--- src/rtl/core_types.sv ---
// Shared core types: load kinds and the memory-stage-2 load queue entry.
package core_types;

  localparam int CORE_DATA_WIDTH     = 32;
  localparam int CORE_REG_ADDR_WIDTH = 5;

  typedef enum logic [2:0] {
    LD_B  = 3'd0,
    LD_H  = 3'd1,
    LD_W  = 3'd2,
    LD_BU = 3'd3,
    LD_HU = 3'd4,
    LL    = 3'd5
  } ld_op_t;

  // One in-flight memory-stage instruction; done=1 once wdata is final.
  typedef struct packed {
    logic                           wreg;
    logic [CORE_REG_ADDR_WIDTH-1:0] waddr;
    logic [CORE_DATA_WIDTH-1:0]     wdata;
    ld_op_t                         ldop;
    logic [1:0]                     addr_lo;
    logic                           done;
  } mem2_lq_entry_t;

endpackage

--- src/rtl/mem2_load_queue_chk.sv ---
// Protocol checker for mem2_load_queue (instantiated only when SIMU is defined).
module mem2_load_queue_chk (
  input logic clk,
  input logic rst,
  input logic proto_err,
  input logic orph_ovf
);

  // A DCache response must always have a waiting entry or an orphan to absorb it.
  a_no_stray_resp: assert property (@(posedge clk) disable iff (rst) !proto_err);

  // The orphan counter must never need to saturate.
  a_no_orph_ovf: assert property (@(posedge clk) disable iff (rst) !orph_ovf);

endmodule

--- src/rtl/mem2_load_queue_load_align.sv ---
// load_align: combinational byte/half/word extraction with sign or zero
// extension. Shared with the uncached load path.
module load_align
  import core_types::*;
#(
  parameter int DATA_WIDTH = CORE_DATA_WIDTH
) (
  input  ld_op_t                ldop,
  input  logic [1:0]            addr_lo,
  input  logic [DATA_WIDTH-1:0] word,
  output logic [DATA_WIDTH-1:0] result
);

  logic [7:0]  byte_s;
  logic [15:0] half_s;

  // Select the addressed byte/half, then extend according to the load kind.
  always_comb begin
    byte_s = 8'h00;
    half_s = 16'h0000;
    result = {DATA_WIDTH{1'b0}};
    case (addr_lo)
      2'd0:    byte_s = word[7:0];
      2'd1:    byte_s = word[15:8];
      2'd2:    byte_s = word[23:16];
      2'd3:    byte_s = word[31:24];
      default: byte_s = 8'h00;
    endcase
    if (addr_lo[1]) begin
      half_s = word[31:16];
    end else begin
      half_s = word[15:0];
    end
    case (ldop)
      LD_B:  result = {{(DATA_WIDTH-8){byte_s[7]}}, byte_s};
      LD_BU: result = {{(DATA_WIDTH-8){1'b0}}, byte_s};
      LD_H: begin
        // Misaligned halfword reads return zero.
        if (addr_lo[0]) begin
          result = {DATA_WIDTH{1'b0}};
        end else begin
          result = {{(DATA_WIDTH-16){half_s[15]}}, half_s};
        end
      end
      LD_HU: begin
        if (addr_lo[0]) begin
          result = {DATA_WIDTH{1'b0}};
        end else begin
          result = {{(DATA_WIDTH-16){1'b0}}, half_s};
        end
      end
      LD_W:    result = word;
      LL:      result = word;
      default: result = {DATA_WIDTH{1'b0}};
    endcase
  end

endmodule

--- src/rtl/mem2_load_queue.sv ---
// mem2_load_queue: in-order queue of memory-stage-2 instructions awaiting
// DCache load responses. Optional macros:
//   MEM2_LOAD_BYPASS_EN - a response aimed at the head is presented to
//                         writeback in the same cycle.
//   SIMU                - binds the protocol checker.
module mem2_load_queue
  import core_types::*;
#(
  parameter int DEPTH          = 4,
  parameter int DATA_WIDTH     = CORE_DATA_WIDTH,
  parameter int REG_ADDR_WIDTH = CORE_REG_ADDR_WIDTH
) (
  input  logic                      clk,
  input  logic                      rst,
  input  logic                      flush,
  input  logic                      in_valid,
  output logic                      in_ready,
  input  logic                      in_wreg,
  input  logic [REG_ADDR_WIDTH-1:0] in_waddr,
  input  logic [DATA_WIDTH-1:0]     in_wdata,
  input  logic                      in_load,
  input  logic                      in_excp,
  input  logic [2:0]                in_ldop,
  input  logic [1:0]                in_addr_lo,
  input  logic                      data_ok,
  input  logic [DATA_WIDTH-1:0]     cache_data_i,
  output logic                      out_valid,
  input  logic                      out_ready,
  output logic                      out_wreg,
  output logic [REG_ADDR_WIDTH-1:0] out_waddr,
  output logic [DATA_WIDTH-1:0]     out_wdata,
  output logic                      fwd_wreg,
  output logic                      fwd_valid,
  output logic [REG_ADDR_WIDTH-1:0] fwd_waddr,
  output logic [DATA_WIDTH-1:0]     fwd_wdata
);

  localparam int PTR_W  = $clog2(DEPTH);
  localparam int CNT_W  = $clog2(DEPTH + 1);
  localparam int ORPH_W = $clog2(DEPTH + 1) + 1;
  localparam int OW1    = ORPH_W + 1;
  localparam logic [CNT_W-1:0] DEPTH_C    = CNT_W'(DEPTH);
  localparam logic [OW1-1:0]   ORPH_MAX_C = {1'b0, {ORPH_W{1'b1}}};
  localparam mem2_lq_entry_t   ENTRY_ZERO_C = mem2_lq_entry_t'({$bits(mem2_lq_entry_t){1'b0}});

  mem2_lq_entry_t    entries_r [DEPTH];
  logic [PTR_W-1:0]  head_r, tail_r;
  logic [CNT_W-1:0]  count_r;
  logic [ORPH_W-1:0] orphans_r;

  logic              empty_s, enq_s, deq_s, bypass_s;
  logic              waiting_s, steer_s, orph_hit_s, fwd_hit_s, orph_ovf_s;
  logic [PTR_W-1:0]  resp_ptr_s, scan_idx_s, young_idx_s;
  logic [CNT_W-1:0]  pend_cnt_s, pend_after_s;
  logic [OW1-1:0]    orph_base_s, orph_sum_s;
  logic [ORPH_W-1:0] orphans_nxt_s;
  logic [DATA_WIDTH-1:0] align_data_s;
  mem2_lq_entry_t    new_entry_s;

  assign empty_s     = (count_r == {CNT_W{1'b0}});
  assign in_ready    = (count_r < DEPTH_C);
  assign enq_s       = in_valid && in_ready;
  assign deq_s       = out_valid && out_ready;
  assign young_idx_s = tail_r - PTR_W'(1);

  // Find the oldest entry still waiting for a response (resp_ptr) and count all waiting entries.
  always_comb begin
    waiting_s  = 1'b0;
    resp_ptr_s = head_r;
    pend_cnt_s = {CNT_W{1'b0}};
    scan_idx_s = head_r;
    for (int i = 0; i < DEPTH; i++) begin
      scan_idx_s = head_r + PTR_W'(i);
      if ((CNT_W'(i) < count_r) && !entries_r[scan_idx_s].done) begin
        pend_cnt_s = pend_cnt_s + CNT_W'(1);
        if (!waiting_s) begin
          waiting_s  = 1'b1;
          resp_ptr_s = scan_idx_s;
        end else begin
          waiting_s  = waiting_s;
        end
      end else begin
        pend_cnt_s = pend_cnt_s;
      end
    end
  end

  // Orphans absorb responses first; otherwise a response completes the oldest waiting load.
  assign orph_hit_s = data_ok && (orphans_r != {ORPH_W{1'b0}});
  assign steer_s    = data_ok && (orphans_r == {ORPH_W{1'b0}}) && waiting_s;
  assign fwd_hit_s  = steer_s && (resp_ptr_s == young_idx_s);

  load_align #(.DATA_WIDTH(DATA_WIDTH)) u_align (
    .ldop    (entries_r[resp_ptr_s].ldop),
    .addr_lo (entries_r[resp_ptr_s].addr_lo),
    .word    (cache_data_i),
    .result  (align_data_s)
  );

`ifdef MEM2_LOAD_BYPASS_EN
  assign bypass_s = steer_s && (resp_ptr_s == head_r);
`else
  assign bypass_s = 1'b0;
`endif

  // Entry image written at enqueue: non-loads and faulting loads are final immediately.
  always_comb begin
    new_entry_s         = ENTRY_ZERO_C;
    new_entry_s.wreg    = in_wreg;
    new_entry_s.waddr   = in_waddr;
    new_entry_s.wdata   = in_wdata;
    new_entry_s.ldop    = ld_op_t'(in_ldop);
    new_entry_s.addr_lo = in_addr_lo;
    new_entry_s.done    = !in_load || in_excp;
  end

  // Writeback port: head entry when complete (or bypassed), zero otherwise.
  always_comb begin
    out_valid = !empty_s && (entries_r[head_r].done || bypass_s);
    out_wreg  = 1'b0;
    out_waddr = {REG_ADDR_WIDTH{1'b0}};
    out_wdata = {DATA_WIDTH{1'b0}};
    if (out_valid) begin
      out_wreg  = entries_r[head_r].wreg;
      out_waddr = entries_r[head_r].waddr;
      out_wdata = bypass_s ? align_data_s : entries_r[head_r].wdata;
    end else begin
      out_wreg  = 1'b0;
    end
  end

  // Forwarding port: youngest entry, finalised early when its response arrives this cycle.
  always_comb begin
    fwd_wreg  = 1'b0;
    fwd_valid = 1'b0;
    fwd_waddr = {REG_ADDR_WIDTH{1'b0}};
    fwd_wdata = {DATA_WIDTH{1'b0}};
    if (!empty_s) begin
      fwd_wreg  = entries_r[young_idx_s].wreg;
      fwd_valid = entries_r[young_idx_s].done || fwd_hit_s;
      fwd_waddr = entries_r[young_idx_s].waddr;
      fwd_wdata = fwd_hit_s ? align_data_s : entries_r[young_idx_s].wdata;
    end else begin
      fwd_valid = 1'b0;
    end
  end

  // Orphan bookkeeping: on flush, every load still waiting after this cycle's steering becomes an orphan.
  always_comb begin
    pend_after_s  = pend_cnt_s - CNT_W'(steer_s);
    orph_base_s   = OW1'(orphans_r) - OW1'(orph_hit_s);
    orph_sum_s    = orph_base_s + OW1'(pend_after_s);
    orph_ovf_s    = flush && (orph_sum_s > ORPH_MAX_C);
    orphans_nxt_s = orph_base_s[ORPH_W-1:0];
    if (flush) begin
      orphans_nxt_s = orph_ovf_s ? ORPH_MAX_C[ORPH_W-1:0] : orph_sum_s[ORPH_W-1:0];
    end else begin
      orphans_nxt_s = orph_base_s[ORPH_W-1:0];
    end
  end

  // Queue state: reset, flush, or steer/enqueue/dequeue.
  always_ff @(posedge clk) begin
    if (rst) begin
      head_r    <= {PTR_W{1'b0}};
      tail_r    <= {PTR_W{1'b0}};
      count_r   <= {CNT_W{1'b0}};
      orphans_r <= {ORPH_W{1'b0}};
      for (int i = 0; i < DEPTH; i++) begin
        entries_r[i] <= ENTRY_ZERO_C;
      end
    end else if (flush) begin
      count_r   <= {CNT_W{1'b0}};
      head_r    <= tail_r;
      orphans_r <= orphans_nxt_s;
    end else begin
      orphans_r <= orphans_nxt_s;
      if (steer_s) begin
        entries_r[resp_ptr_s].wdata <= align_data_s;
        entries_r[resp_ptr_s].done  <= 1'b1;
      end
      if (enq_s) begin
        entries_r[tail_r] <= new_entry_s;
        tail_r            <= tail_r + PTR_W'(1);
      end
      if (deq_s) begin
        head_r <= head_r + PTR_W'(1);
      end
      count_r <= count_r + CNT_W'(enq_s) - CNT_W'(deq_s);
    end
  end

`ifdef SIMU
  logic proto_err_s;
  assign proto_err_s = data_ok && (orphans_r == {ORPH_W{1'b0}}) && !waiting_s;

  mem2_load_queue_chk u_chk (
    .clk       (clk),
    .rst       (rst),
    .proto_err (proto_err_s),
    .orph_ovf  (orph_ovf_s)
  );
`endif

endmodule

--- config.mk ---
export PLATFORM = sky130hd
export DESIGN_NAME = mem2_load_queue
export DESIGN_NICKNAME = d
export VERILOG_FILES = /design/src/rtl/core_types.sv /design/src/rtl/mem2_load_queue_chk.sv /design/src/rtl/mem2_load_queue_load_align.sv /design/src/rtl/mem2_load_queue.sv
export SDC_FILE = /design/constraint.sdc
export NUM_CORES = 1
export LEC_CHECK = 0
export BUFFER_PORTS_ARGS = -buffer_cell sky130_fd_sc_hd__buf_2
export CORE_MARGIN = 2
export CORE_UTILIZATION = 59
export DETAILED_ROUTE_END_ITERATION = 7
export PLACE_DENSITY = 0.9
export SKIP_CTS_REPAIR_TIMING = 1
export SYNTH_ARGS = -nofsm -noshare
export SYNTH_HDL_FRONTEND = slang
export SYNTH_SLANG_ARGS = --single-unit
--- constraint.sdc ---
create_clock -name clk -period 7.3 [get_ports clk]
set_clock_uncertainty 0.05 [all_clocks]
set_input_delay 0.73 -clock clk [delete_from_list [all_inputs] [get_ports clk]]
set_output_delay 0.73 -clock clk [all_outputs]
set_load 0.03 [all_outputs]
Word-level counts from Yosys, hierarchy flattened:

Memory sizes are Yosys's and may differ from the RTL's. A register that Yosys moved wholly into a read port is not among the register bits.
Cells that the tools add are included.

* register bits: 11
* logic and storage cells: 114
* RAM bits: 176
* memories kept: 1
* output and inout bits: 79

Memories
* entries_r: depth 4, width 44, read ports 6, clocked after Yosys merged registers in 1, wr ports 4, RTL line mem2_load_queue.sv:46 `mem2_lq_entry_t entries_r [DEPTH];`

* magnitude comparators: 6
* muxes and demuxes: 49
* $add $sub $neg: 13
* reduce and logical (&&, ||, !) cells: 31
* equality and inequality tests: 9
* bitwise logic cells: 1

Operators by type and width (count)
* 32-bit case mux with 5 select lines: 1
* 32-bit two-way mux: 4
* 44-bit two-way mux: 2
* 44-bit OR reduction: 2
* 16-bit two-way mux: 2
* 8-bit case mux with 4 select lines: 1
* 2-bit two-way mux: 13
* 1-bit two-way mux: 19
* 1-bit logical AND: 12
* 5-bit two-way mux: 2
* 3-bit by 1-bit adder with 3-bit output (second input constant): 3
* 3-bit two-way mux: 3
* 4-bit two-way mux: 2
* 3-bit by 2-bit equality test with 1-bit output (second input constant): 2
* 3-bit equality test (second input constant): 2
* 1-bit zero test: 6
* 3-bit zero test: 2
* 1-bit by 3-bit less-than comparator with 1-bit output (first input constant): 2
* 2-bit by 3-bit less-than comparator with 1-bit output (first input constant): 2
* 3-bit by 1-bit subtractor with 3-bit output: 2
* 5-bit by 3-bit adder with 5-bit output: 1
* 5-bit by 4-bit > comparator with 1-bit output (second input constant): 1
* 4-bit by 1-bit subtractor with 5-bit output: 1
* 2-bit by 1-bit adder with 2-bit output (second input constant): 2
* 16 further kinds: 20

Logic depth before layout (Yosys ltp):

* depth after elaboration: 15
* mapped depth: 19
* depth with buffers taken out: 19

Modules after synthesis:

From an unflattened synthesis, not the netlist that was laid out.

* cells, all modules: 1126
* area total of the unflattened synthesis: 12472.0 sq um

By module, submodules not included
* mem2_load_queue: seq. area each 5545.3 sq um, cells each 984, instances 1, area an instance 11492.3 sq um
* load_align: seq. area each 0.0 sq um, cells each 142, instances 1, area an instance 979.7 sq um

Least setup slack after synthesis:

Ideal clock, no wire load.

* kind: reg-to-reg
* from: register count_r[2]
* to: memory entries_r[3][0] in the netlist's numbering, enable pin
* arrival: 5118 ps
* slack: 1659 ps
* setup time: 473 ps
* stages on the path, launching flop included: 14
* required time: 6777 ps
* cells stage by stage: dfxtp_1 -> inv_1 -> ha_1 -> nor2b_1 -> a22o_2 -> inv_2 -> ha_1 -> nand3b_1 -> o22ai_1 -> a21oi_1 -> o311ai_2 -> buf_4 -> nand3b_1 -> o31ai_1

RTL lines
* from (decl): RTL line mem2_load_queue.sv:48 `logic [CNT_W-1:0] count_r;`
* from (signal assigned): RTL line mem2_load_queue.sv:167 `count_r <= {CNT_W{1'b0}};`
* from (signal assigned): RTL line mem2_load_queue.sv:173 `count_r <= {CNT_W{1'b0}};`
* from (signal assigned): RTL line mem2_load_queue.sv:189 `count_r <= count_r + CNT_W'(enq_s) - CNT_W'(deq_s);`
* to (decl): RTL line mem2_load_queue.sv:46

==> impl_summary.txt <==
----------------------------------------------------
[Global route]
  Initial antenna violation count ... 3
  Overall routing resource usage ... 34.73%
  Total overflow reported by the global router ... 0
  Vias in the first global route ... 10460
  Largest net degree at the start of global routing ... 67
  Wire length of the first global-routing pass ... 57.09 mm

[Floorplan]
  DIE AREA ... 21670 µm²
  Row Count ... 52
  Effective utilization at floorplan ... 60.00%
  I/O pin count ... 162
  Die X ... 147.2 µm
  Core Area ... 20170 µm²
  Height of the chip ... 147.2 µm

[Power]
  Static Leak ... 5.298 nW
  PD cells ... 220.0 nW/µm²
  Power spent charging and discharging nets ... 0.9791 mW
  Fraction of power spent switching nets ... 32.51%
  Combinational fraction of design power ... 24.6%
  Internal Dissipation ... 2.032 mW
  Peak VDD IR ... 0.1723 mV
  Share of total power in the clock network ... 32.8%
  Sequential power share ... 42.6%

[Timing]
  Final setup viols ... 0
  Aggregate negative setup slack ... 0 ns
  Worst slew slack as a fraction of its limit ... 18.11%
  Max Slew Vio Count ... 0
  Final min period ... 6.775 ns
  Slew of the pin with the lowest slew margin ... 1.228 ns
  Portion of the clock cycle consumed by the worst path in the final layout ... 92.81%
  Setup ws final ... 0.5249 ns
  Timing-limited maximum frequency ... 0.1476 GHz
  Final number of hold-violating endpoints ... 0
  Unrepaired setup endpoints after global routing ... no

[Worst setup path]
  Type of element capturing the critical path ... output pin
  Critical path required time ... 6.52 ns
  Bufs and invs on worst path ... 1
  Crit path from ... entries_r[3][0]
  Crit Path Class ... reg -> out
  CP most frequent cell ... sky130_fd_sc_hd__mux4_2
  Ordered list of cells on the worst path ... mux4_2 > a21o_1 > ha_1 > nand3_1 > o221ai_2 > nor3b_2 > nor4_4 > nor2_8 > mux4_2 > xnor2_1 > nor3_4 > a21oi_1 > o22ai_1 > buf_2
  Crit Reg-Reg Startpoint ... entries_r[3][0]
  Peak fanout along the critical path ... 44
  Data arrival, critical path ... 6.00 ns
  Slowest Stage Delay on Critical Path ... 0.88 ns
  Cell type group with the largest total delay on the critical path ... simple AND/OR/NAND/NOR gates
  Critical path launch point type ... flip-flop
  Critical Path Slowest Stage Cell ... sky130_fd_sc_hd__mux4_2

[Synthesis]
  Complex-gate fraction of the synthesized area ... 14.93%
  Main combinational cell family by area after synthesis ... multiplexers
  Synth Net Count ... 1183
  Post-synthesis share of cell area spent on and, or, nand and nor gates ... 15.06%
  Synth Flop Type ... sky130_fd_sc_hd__edfxtp_1
  Top post-synthesis cells by area ... sky130_fd_sc_hd__edfxtp_1 44%, sky130_fd_sc_hd__mux4_2 15%, sky130_fd_sc_hd__nand2_1 6.1%
  Sequential-to-total area share from yosys stat ... 45.82%
  Cell taking the most area after synthesis ... sky130_fd_sc_hd__edfxtp_1
  Gate count after technology mapping ... 1080
  Xor and xnor area share after synthesis ... 1.158%
  Number of distinct standard cells referenced by the synthesized netlist ... 61
  Mux cell area share after synthesis ... 17.00%
  Mean instance size in the synthesized netlist ... 11.21 µm²
  Number of synthesized flops with an enable pin ... 176
  Register bit count reported by yosys ... 189
  Area share of the largest cell type after synthesis ... 43.67%
  Yosys Warn Count ... 0
  Synth Cell Area ... 12100 µm²
  Adder-cell area share of the yosys netlist ... 2.192%
  Proportion of synthesized flip-flops having asynchronous set or reset ... 0%

[Place]
  Final GP Congestion ... 0.9167
  Number of buffers inserted by port buffering ... 161
  DP Worst Slack ... 1.100 ns
  Total half-perimeter wirelength after legalization and detailed placement ... 23.48 mm
  Total instance count after detailed placement ... 1436

[Drt]
  Detailed Route Iter0 Violations ... 1846
  Number of iterations in the first detailed-routing pass ... 6
  Post-route ant nets ... 0
  Number of vias per cell after detailed routing ... 7.122
  Drt drc ... 0
  Aggregate routed wire length ... 37.47 mm
  Total number of vias ... 10480
  Wire length per cell after detailed routing ... 25.47 µm

[CTS]
  Bufs on Longest Clock Path ... 2
  Number of buffers inserted during clock tree synthesis ... 17
  Clock tree from TritonCTS ... built
  Clock Sink Count ... 189
  Clock-pin slew reported for the worst setup and hold paths after clock tree synthesis ... 0.08 ns
  Worst-skew pair later-pin latency ... 0.45 ns
  H-Tree Depth ... 4
  CTS Root Buffer Type ... sky130_fd_sc_hd__clkbuf_16

[Finish]
  Filler instances ... 1366
  Nets ... 1288
  Syn-to-layout area delta ... 13.08%
  Fraction of layout cells with a size suffix above 1 ... 28.88%
  Post-route insts no fill ... 1471

[Job]
  Max_cap viols ... 0

[Run status]
  Outcome ... complete, no violations

[Hold path]
  Class of the most critical hold timing path ... in -> reg
  Hold wc startpoint ... in_wdata[29]

----------------------------------------------------
[synth_stat cells, types with 3 or more instances]
library cell               instances
sky130_fd_sc_hd__mux4_2           82
sky130_fd_sc_hd__nand3_1          18
sky130_fd_sc_hd__a221oi_2          9
sky130_fd_sc_hd__xor2_1            6
sky130_fd_sc_hd__nor2_1           23
sky130_fd_sc_hd__a21oi_2           4
sky130_fd_sc_hd__and3_1           84
sky130_fd_sc_hd__nand2b_1          7
sky130_fd_sc_hd__edfxtp_1        176
sky130_fd_sc_hd__nor3_1            8
sky130_fd_sc_hd__clkbuf_1         72
sky130_fd_sc_hd__and2_1           12
sky130_fd_sc_hd__buf_2             5
sky130_fd_sc_hd__o22ai_1           8
sky130_fd_sc_hd__inv_1            17
sky130_fd_sc_hd__a31oi_1          19
sky130_fd_sc_hd__mux2_2            6
sky130_fd_sc_hd__a21o_1            5
sky130_fd_sc_hd__o21ai_1          16
sky130_fd_sc_hd__a32o_1            6
sky130_fd_sc_hd__o21ai_0          73
sky130_fd_sc_hd__dfxtp_1          13
sky130_fd_sc_hd__ha_1             18
sky130_fd_sc_hd__o31ai_1          73
sky130_fd_sc_hd__a211oi_1          3
sky130_fd_sc_hd__a21oi_1          39
sky130_fd_sc_hd__nand3b_1          4
sky130_fd_sc_hd__nor2b_1           5
sky130_fd_sc_hd__nand2_1         198
sky130_fd_sc_hd__buf_4             4
sky130_fd_sc_hd__mux2i_1          10
sky130_fd_sc_hd__xnor2_1          10
sky130_fd_sc_hd__buf_1            13
[cell usage in the layout, fill, tap and decap left out, types with 19 or more instances in the layout]
cell	n
sky130_fd_sc_hd__a31oi_1	19
sky130_fd_sc_hd__buf_2	161
sky130_fd_sc_hd__a21oi_1	39
sky130_fd_sc_hd__nand2_1	198
sky130_fd_sc_hd__nor2_1	23
sky130_fd_sc_hd__o31ai_1	72
sky130_fd_sc_hd__edfxtp_1	176
sky130_fd_sc_hd__mux4_2	82
sky130_fd_sc_hd__o21ai_0	73
sky130_fd_sc_hd__and3_1	83
sky130_fd_sc_hd__buf_4	21
[tightest hold or removal path, stage by stage]
cell and delay (ns):
sky130_fd_sc_hd__buf_2 0.11, sky130_fd_sc_hd__nand2_1 0.05, sky130_fd_sc_hd__o31ai_1 0.05
[cell families after synthesis]
logic type | after synthesis
buf+inv | 114
fa+ha+maj | 20
mux | 101
compound gates | 269
flops | 189
xor+xnor | 16
simple gates | 371
[sequential cells by signal, summed over array words and instances, names as in the netlist, named ones only]
name	cells
head_r	2
orphans_r	4
tail_r	2
entries_r	176
count_r	3
[final cells by class]
cell class,count,area [µm²],share of cell area [%]
clock inverter,15,197.7,1.445
antenna,3,7.507,0.05486
tap,270,337.8,2.469
timing repair buffer,182,963.4,7.040
inverter,18,67.56,0.4937
multi-input combinational,777,6136,44.84
clock buffer,17,425.4,3.109
sequential,189,5549,40.55
[metrics by stage]
step                      power (mW)  instance area (µm²)  hold slack (ns)  utilization (%)
after floorplan                1.808                12100           0.4368                -
after global placement         1.986                13050           0.4576            64.72
after detailed placement       2.018                13050           0.5278            64.72
after CTS                      2.974                13680           0.5390            67.81
after global routing           3.092                13680           0.5429            67.82
final                          3.011                13680           0.5384            67.85
[worst paths after layout]
| path | cells after the start | endpoint | slack (ns) |
|---|---|---|---|
| hold / removal | 3 | entries_r[3][35] | 0.54 |
| setup / recovery | 14 | fwd_wdata[5] | 0.52 |
| setup reg to reg | 13 | entries_r[1][11] | 1.72 |
| hold reg to reg | 2 | tail_r[1] | 0.55 |
[power groups by stage]
stage / clock (mW) / sequential, mW / combinational [mW]
floorplan: 0 / 1.29 / 0.518
global route: 1.01 / 1.29 / 0.790
finish: 0.987 / 1.28 / 0.742
CTS: 0.974 / 1.28 / 0.720
global placement: 0 / 1.30 / 0.688
detailed placement: 0 / 1.30 / 0.713
[routing by layer]
layer	GRT usage [%]	wire, µm	vias up
met5	0	7	-
met4	19.47	2097	2
met3	9.441	5960	224
met2	54.79	17460	987
met1	43.78	11950	4884
li1	-	-	4379
Note: power is estimated with default switching activity, not from simulation.
